File: config.mk
export PLATFORM = sky130hd
export DESIGN_NAME = alu_op_sequencer
export DESIGN_NICKNAME = d
export VERILOG_FILES = /design/src/rtl/alu_op_sequencer.sv
export SDC_FILE = /design/constraint.sdc
export NUM_CORES = 1
export LEC_CHECK = 0
export ABC_AREA = 1
export CORE_MARGIN = 1
export CORE_UTILIZATION = 51
export DETAILED_ROUTE_END_ITERATION = 10
export GPL_ROUTABILITY_DRIVEN = 0
export GPL_TIMING_DRIVEN = 0
export HOLD_SLACK_MARGIN = 0.03
export MAX_ROUTING_LAYER = met4
export PLACE_DENSITY = 0.81
export SYNTH_ARGS = -nofsm -noshare
export SYNTH_HDL_FRONTEND = slang
export SYNTH_SLANG_ARGS = --single-unit
File: constraint.sdc
create_clock -name clk -period 3.33 [get_ports clk]
set_clock_uncertainty 0.15 [all_clocks]
set_input_delay 0.333 -clock clk [delete_from_list [all_inputs] [get_ports clk]]
set_output_delay 0.333 -clock clk [all_outputs]
set_load 0.1 [all_outputs]
File: src/rtl/alu_op_sequencer.sv
// Handshaked front end for a combinational ALU: collects X, Y and selector bytes,
// waits a fixed settle interval, then offers the captured result on a valid/ready stream.
module alu_op_sequencer #(
  parameter int WIDTH  = 8,
  parameter int SEL_W  = 2,
  parameter int SETTLE = 1
) (
  input  logic             clk,
  input  logic             rst,
  input  logic [WIDTH-1:0] in_data,
  input  logic             in_valid,
  output logic             in_ready,
  output logic [WIDTH-1:0] alu_x,
  output logic [WIDTH-1:0] alu_y,
  output logic [SEL_W-1:0] alu_sel,
  input  logic [WIDTH-1:0] alu_result,
  output logic [WIDTH-1:0] res_data,
  output logic             res_valid,
  input  logic             res_ready,
  output logic [15:0]      op_count
);

  localparam int CNT_W = $clog2(SETTLE) + 1;

  typedef enum logic [2:0] {S_X, S_Y, S_SEL, S_WAIT, S_OUT} state_t;

  state_t           r_state;
  logic [CNT_W-1:0] r_cnt;
  logic [WIDTH-1:0] r_alu_x;
  logic [WIDTH-1:0] r_alu_y;
  logic [SEL_W-1:0] r_alu_sel;
  logic [WIDTH-1:0] r_res_data;
  logic             r_res_valid;
  logic [15:0]      r_op_count;
  logic             w_in_ready;
  logic             w_accept;
  logic             w_unused;

  assign w_in_ready = (r_state == S_X) || (r_state == S_Y) || (r_state == S_SEL);
  assign w_accept   = in_valid & w_in_ready;
  // Selector byte upper bits carry no meaning for the ALU.
  assign w_unused   = ^in_data[WIDTH-1:SEL_W];

  always_ff @(posedge clk or posedge rst) begin
    if (rst) begin
      r_state     <= S_X;
      r_cnt       <= '0;
      r_alu_x     <= '0;
      r_alu_y     <= '0;
      r_alu_sel   <= '0;
      r_res_data  <= '0;
      r_res_valid <= 1'b0;
      r_op_count  <= '0;
    end else begin
      case (r_state)
        S_X: begin
          if (w_accept) begin
            r_alu_x <= in_data;
            r_state <= S_Y;
          end
        end
        S_Y: begin
          if (w_accept) begin
            r_alu_y <= in_data;
            r_state <= S_SEL;
          end
        end
        S_SEL: begin
          if (w_accept) begin
            r_alu_sel <= in_data[SEL_W-1:0];
            r_cnt     <= CNT_W'(SETTLE - 1);
            r_state   <= S_WAIT;
          end
        end
        S_WAIT: begin
          if (r_cnt == '0) begin
            r_res_data  <= alu_result;
            r_res_valid <= 1'b1;
            r_state     <= S_OUT;
          end else begin
            r_cnt <= r_cnt - 1'b1;
          end
        end
        S_OUT: begin
          if (res_ready) begin
            r_res_valid <= 1'b0;
            r_op_count  <= r_op_count + 16'd1;
            r_state     <= S_X;
          end
        end
        default: r_state <= S_X;
      endcase
    end
  end

  assign in_ready  = w_in_ready;
  assign alu_x     = r_alu_x;
  assign alu_y     = r_alu_y;
  assign alu_sel   = r_alu_sel;
  assign res_data  = r_res_data;
  assign res_valid = r_res_valid;
  assign op_count  = r_op_count;

endmodule

**Word-level counts from Yosys, hierarchy flattened**

Index checks and enable logic that the tools add are counted.

- Bitwise operators: 2
- Multiplexer cells: 12
- Reduce and logical (&&, ||, !) cells: 13
- $add $sub $neg: 2
- Equality and inequality tests: 9

Operators by type and width:

| operator | count |
|---|---|
| adder 16 x 1 -> 16 bit (second input constant) | 1 |
| two-way mux 3 bit | 5 |
| one-hot mux 3 bit (5 select lines) | 1 |
| AND reduction 2 bit | 6 |
| inequality test 2 bit (second input constant) | 5 |
| equality test 3 x 2 -> 1 bit (second input constant) | 2 |
| AND reduction 5 bit | 1 |
| two-way mux 1 bit | 4 |
| one-hot mux 1 bit (2 select lines) | 2 |
| nonzero test 2 bit | 2 |
| equality test 3 x 1 -> 1 bit (second input constant) | 1 |
| equality test 3 bit (second input constant) | 1 |
| logical NOT 3 bit | 1 |
| AND reduction 3 bit | 1 |
| logical OR 1 bit | 2 |
| bitwise AND 1 bit | 1 |
| inverter 1 bit | 1 |
| subtractor 1 bit (second input constant) | 1 |

- Bits in registers: 47
- Logic and storage cells: 46

**Longest topological paths before layout**

- Depth after elaboration: 6
- Mapped depth: 8

**Least setup slack after synthesis**

No wires, ideal clock.

- Kind: flip-flop to flip-flop
- From: register r_state[2]
- To: register r_state[1]
- Arrival: 2.433 ns
- Path slack: 0.619 ns
- Data required time: 3.052 ns
- Cell stages (with the launch flop): 5
- Clock period less this slack: 2.711 ns
- Path buffers: 0
- Cell sequence: dfrtp_1 a21oi_1 nand2_1 nand3_1 o21ai_0

- Cells in the longest elaborated chain, start to end: 6

RTL lines:

| item | line | source |
|---|---|---|
| start, declared | 27 | `state_t r_state;` |
| start signal, assigned | 46 | `r_state <= S_X;` |
| start signal, assigned | 59 | `r_state <= S_Y;` |
| start signal, assigned | 65 | `r_state <= S_SEL;` |
| equality test 3 x 1 -> 1 bit or logical NOT 3 bit (tied branches) | 39 | `assign w_in_ready = (r_state == S_X) \|\| (r_state == S_Y) \|\| (r_state == S_SEL);` |
| logical OR 1 bit | 39 |  |
| logical OR 1 bit (*) | 39 |  |
| named net in_ready | 12 | `output logic in_ready,` |
| bitwise AND 1 bit (*) | 40 | `assign w_accept = in_valid & w_in_ready;` |
| inequality test 2 bit (no source line) | - |  |
| AND reduction 5 bit (no source line) (*) | - |  |

The timed path passes the listed nets; every way through them passes the cells marked *.
A chain may end at the register's enable or synchronous reset.

**Worst setup path after layout**

- From: register r_state[1]
- To: output port in_ready

- Cells in the longest elaborated chain, start to end: 3

RTL lines:

| item | line |
|---|---|
| equality test 3 x 1 -> 1 bit or logical NOT 3 bit (tied branches) | 39 |
| logical OR 1 bit | 39 |
| logical OR 1 bit (*) | 39 |
| end, declared | 12 |

Every way passes the cells marked *; elsewhere a longest branch is shown, timed or not.

==> results.toml <==
[run_status]
status = "finished, final reports clean"

[drt]
drtIter0Drc = 70
top_layer_used = "met4"
wl_met1_um = 1860
drc = 0
ant_nets = 0
firstDrtPassIters = 4
met2_length_um = 2160
wl_per_cell_um = 12.4
avgViaCountPerCell = 4.93
vias = 1706
met3_length_um = 187
finalWirelength_um = 4280

[sta]
fin_crit_ps = 2660
drv_slew = 0
fmax_ghz = 0.376
worst_pin_slew_ps = 990
rsz0062_at_grt = "no"
fin_crit_sh_pct = 79.8
hold_viol_final = 0
relSlewSlack_pct = 33.8
finalSetupViolCount = 0
fin_setup_tns_ps = 0

[synth]
synth_xor_xnor_area_share_pct = 3.12
synth_top_family_by_area = "simple AND/OR/NAND/NOR gates"
yosysWarnings = 0
synth.avg_cell_area_um2 = 9.85
ys_types = 26
async_flop_share_pct = 100
syn_area_mm2 = 0.00221
synth_cells = 224
synth_adder_area_share_pct = 0.567
synth-seq-cells = 46
syn-num-nets = 245
synthSimpleGateAreaFrac_pct = 25.5
synth_edf_count = 0
synth_ff_type = "dfrtp_1"
yosysSeqAreaShare_pct = 52.2
synth-compound-area-share_pct = 7.94
synth.area.mux_share_pct = 5.45

[clocking]
cts_made_buffers = 5
worstSkewPairLatency_ps = 300
cts_sinks = 46
post-cts-setup-buffers = 0
htree_levels = 2
cts_hold_buf = 0
root_buffer = "clkbuf_8"
cts_resized = 0
cts.clk_slew.worst_paths_ps = 80
cts_buffer_depth = 2
cts_tree = "done"

[floorplan]
row_count = 23
die_width_um = 67.8
die_area_mm2 = 0.00459
fp.coreArea_mm2 = 0.00409
start_util_pct = 54.0
boundaryPins = 64
die_h_um = 67.8

[setup_path]
crit_arrival_ps = 2170
cp_slowest_stage_delay_ps = 1180
critPathTopFamily = "buffers and inverters"
cp_num_buf_inv = 1
cp.required_ps = 2850
cp-end-kind = "output pin"
path_max_fanout = 5
cpMaxStageDelayCell = "clkdlybuf4s50_1"
path_cells = "a21oi_1, clkdlybuf4s50_1"
startpoint_type = "flop"
crit_type = "flop to output pin"
r2r_slack_ps = 1760

[cells_and_area]
fin_nets = 316
areaGrowthSynthToFinish_pct = 36.5
fin_util_pct = 73.7
regArea_mm2 = 0.00115
multiInputGateArea_um2 = 938
antenna_cells = 0
stdcell_count = 346
drive_gt1_share_pct = 17.9
nFillCells = 324
final_area_mm2 = 0.00301

[flow_run]
drv_cap = 0

[grt]
track_usage_pct = 22.2
grt_pass1_vias = 1617
antenna_found_initial = 0
grt-ovfl-total = 0
grt_max_degree = 35
grt_first_pass_wirelength_um = 7140

[placement]
placed_cell_area_mm2 = 0.00292
hpwl_um = 3280
port_buffers = 63
place_inst = 338

[min_path]
holdCritPathClass = "input port to asynchronous set/reset pin"
-- layout make-up --
type	count	share of cell area, %
Clock buffer	7	2.87
Sequential cell	46	38.2
Inverter	25	3.12
Clock inverter	1	0.166
Timing Repair Buffer	64	21.6
Tap cell	50	2.08
Buffer	2	0.748
Multi-Input combinational cell	151	31.2
-- cell usage in the layout (no fill, tap or decap), drive strengths merged --
cell type	Yosys	routed
clkbuf	0	7
xnor2	5	5
nand4	3	3
nand3	11	11
xor2	2	2
ha	1	1
dfrtp	46	46
inv	25	25
nand2	73	73
mux2	8	8
a21oi	1	1
nand3b	2	2
nor2	20	20
clkinv	0	1
clkdlybuf4s50	0	63
nor3	3	3
buf	2	3
o21ai	22	22
-- worst paths after layout --
kind / cells after the start / to / from
setup / recovery: 2 / in_ready / r_state[1]
hold / removal: 2 / op_count[4] / rst
setup reg to reg: 5 / alu_x[1] / r_state[2]
hold reg to reg: 2 / alu_x[0] / alu_x[0]
max in group asynchronous: 3 / op_count[1] / rst
min in group clk: 2 / alu_x[0] / alu_x[0]
-- synth_stat cells (3+ instances only) --
library cell	instances	share of area [%]
nand3_1	8	1.8
nand2_1	68	12
nor2_1	14	2.4
o21ai_0	5	1.1
nand2_4	3	1.5
dfrtp_1	46	52
mux2_4	8	5.4
inv_1	23	3.9
nand4_1	3	0.85
o21ai_2	16	6.4
xnor2_1	5	2.0
nor2_4	5	2.6
-- registers in the layout, summed over array words and instances, names as in the netlist --
| name | count |
|---|---|
| r_state | 3 |
| op_count | 16 |
| res_data | 8 |
| alu_sel | 2 |
| res_valid | 1 |
| alu_y | 8 |
| alu_x | 8 |
-- layer usage --
metal  track usage (%)  vias to the layer above
met5                 -                        -
met4              9.57                        0
met3              4.73                        8
met2              37.6                       44
met1              25.1                      804
li1                  -                      850
-- metrics by stage --
stage	hold WS, ps	worst slack (ps)
after floorplan	290	619
after global placement	316	870
after detailed placement	317	1020
after CTS	139	672
after global routing	187	588
final	133	672
-- cells by family after synthesis --
group	Yosys count
AO/OA/AOI/OAI	23
XOR/XNOR	7
adder cells (fa/ha/maj)	1
buffers and inverters	27
flip-flops	46
multiplexers	8
AND/OR/NAND/NOR	112
Power is not shown: default switching activity piles up to over one toggle a cycle in this logic, so the estimate is an artifact.
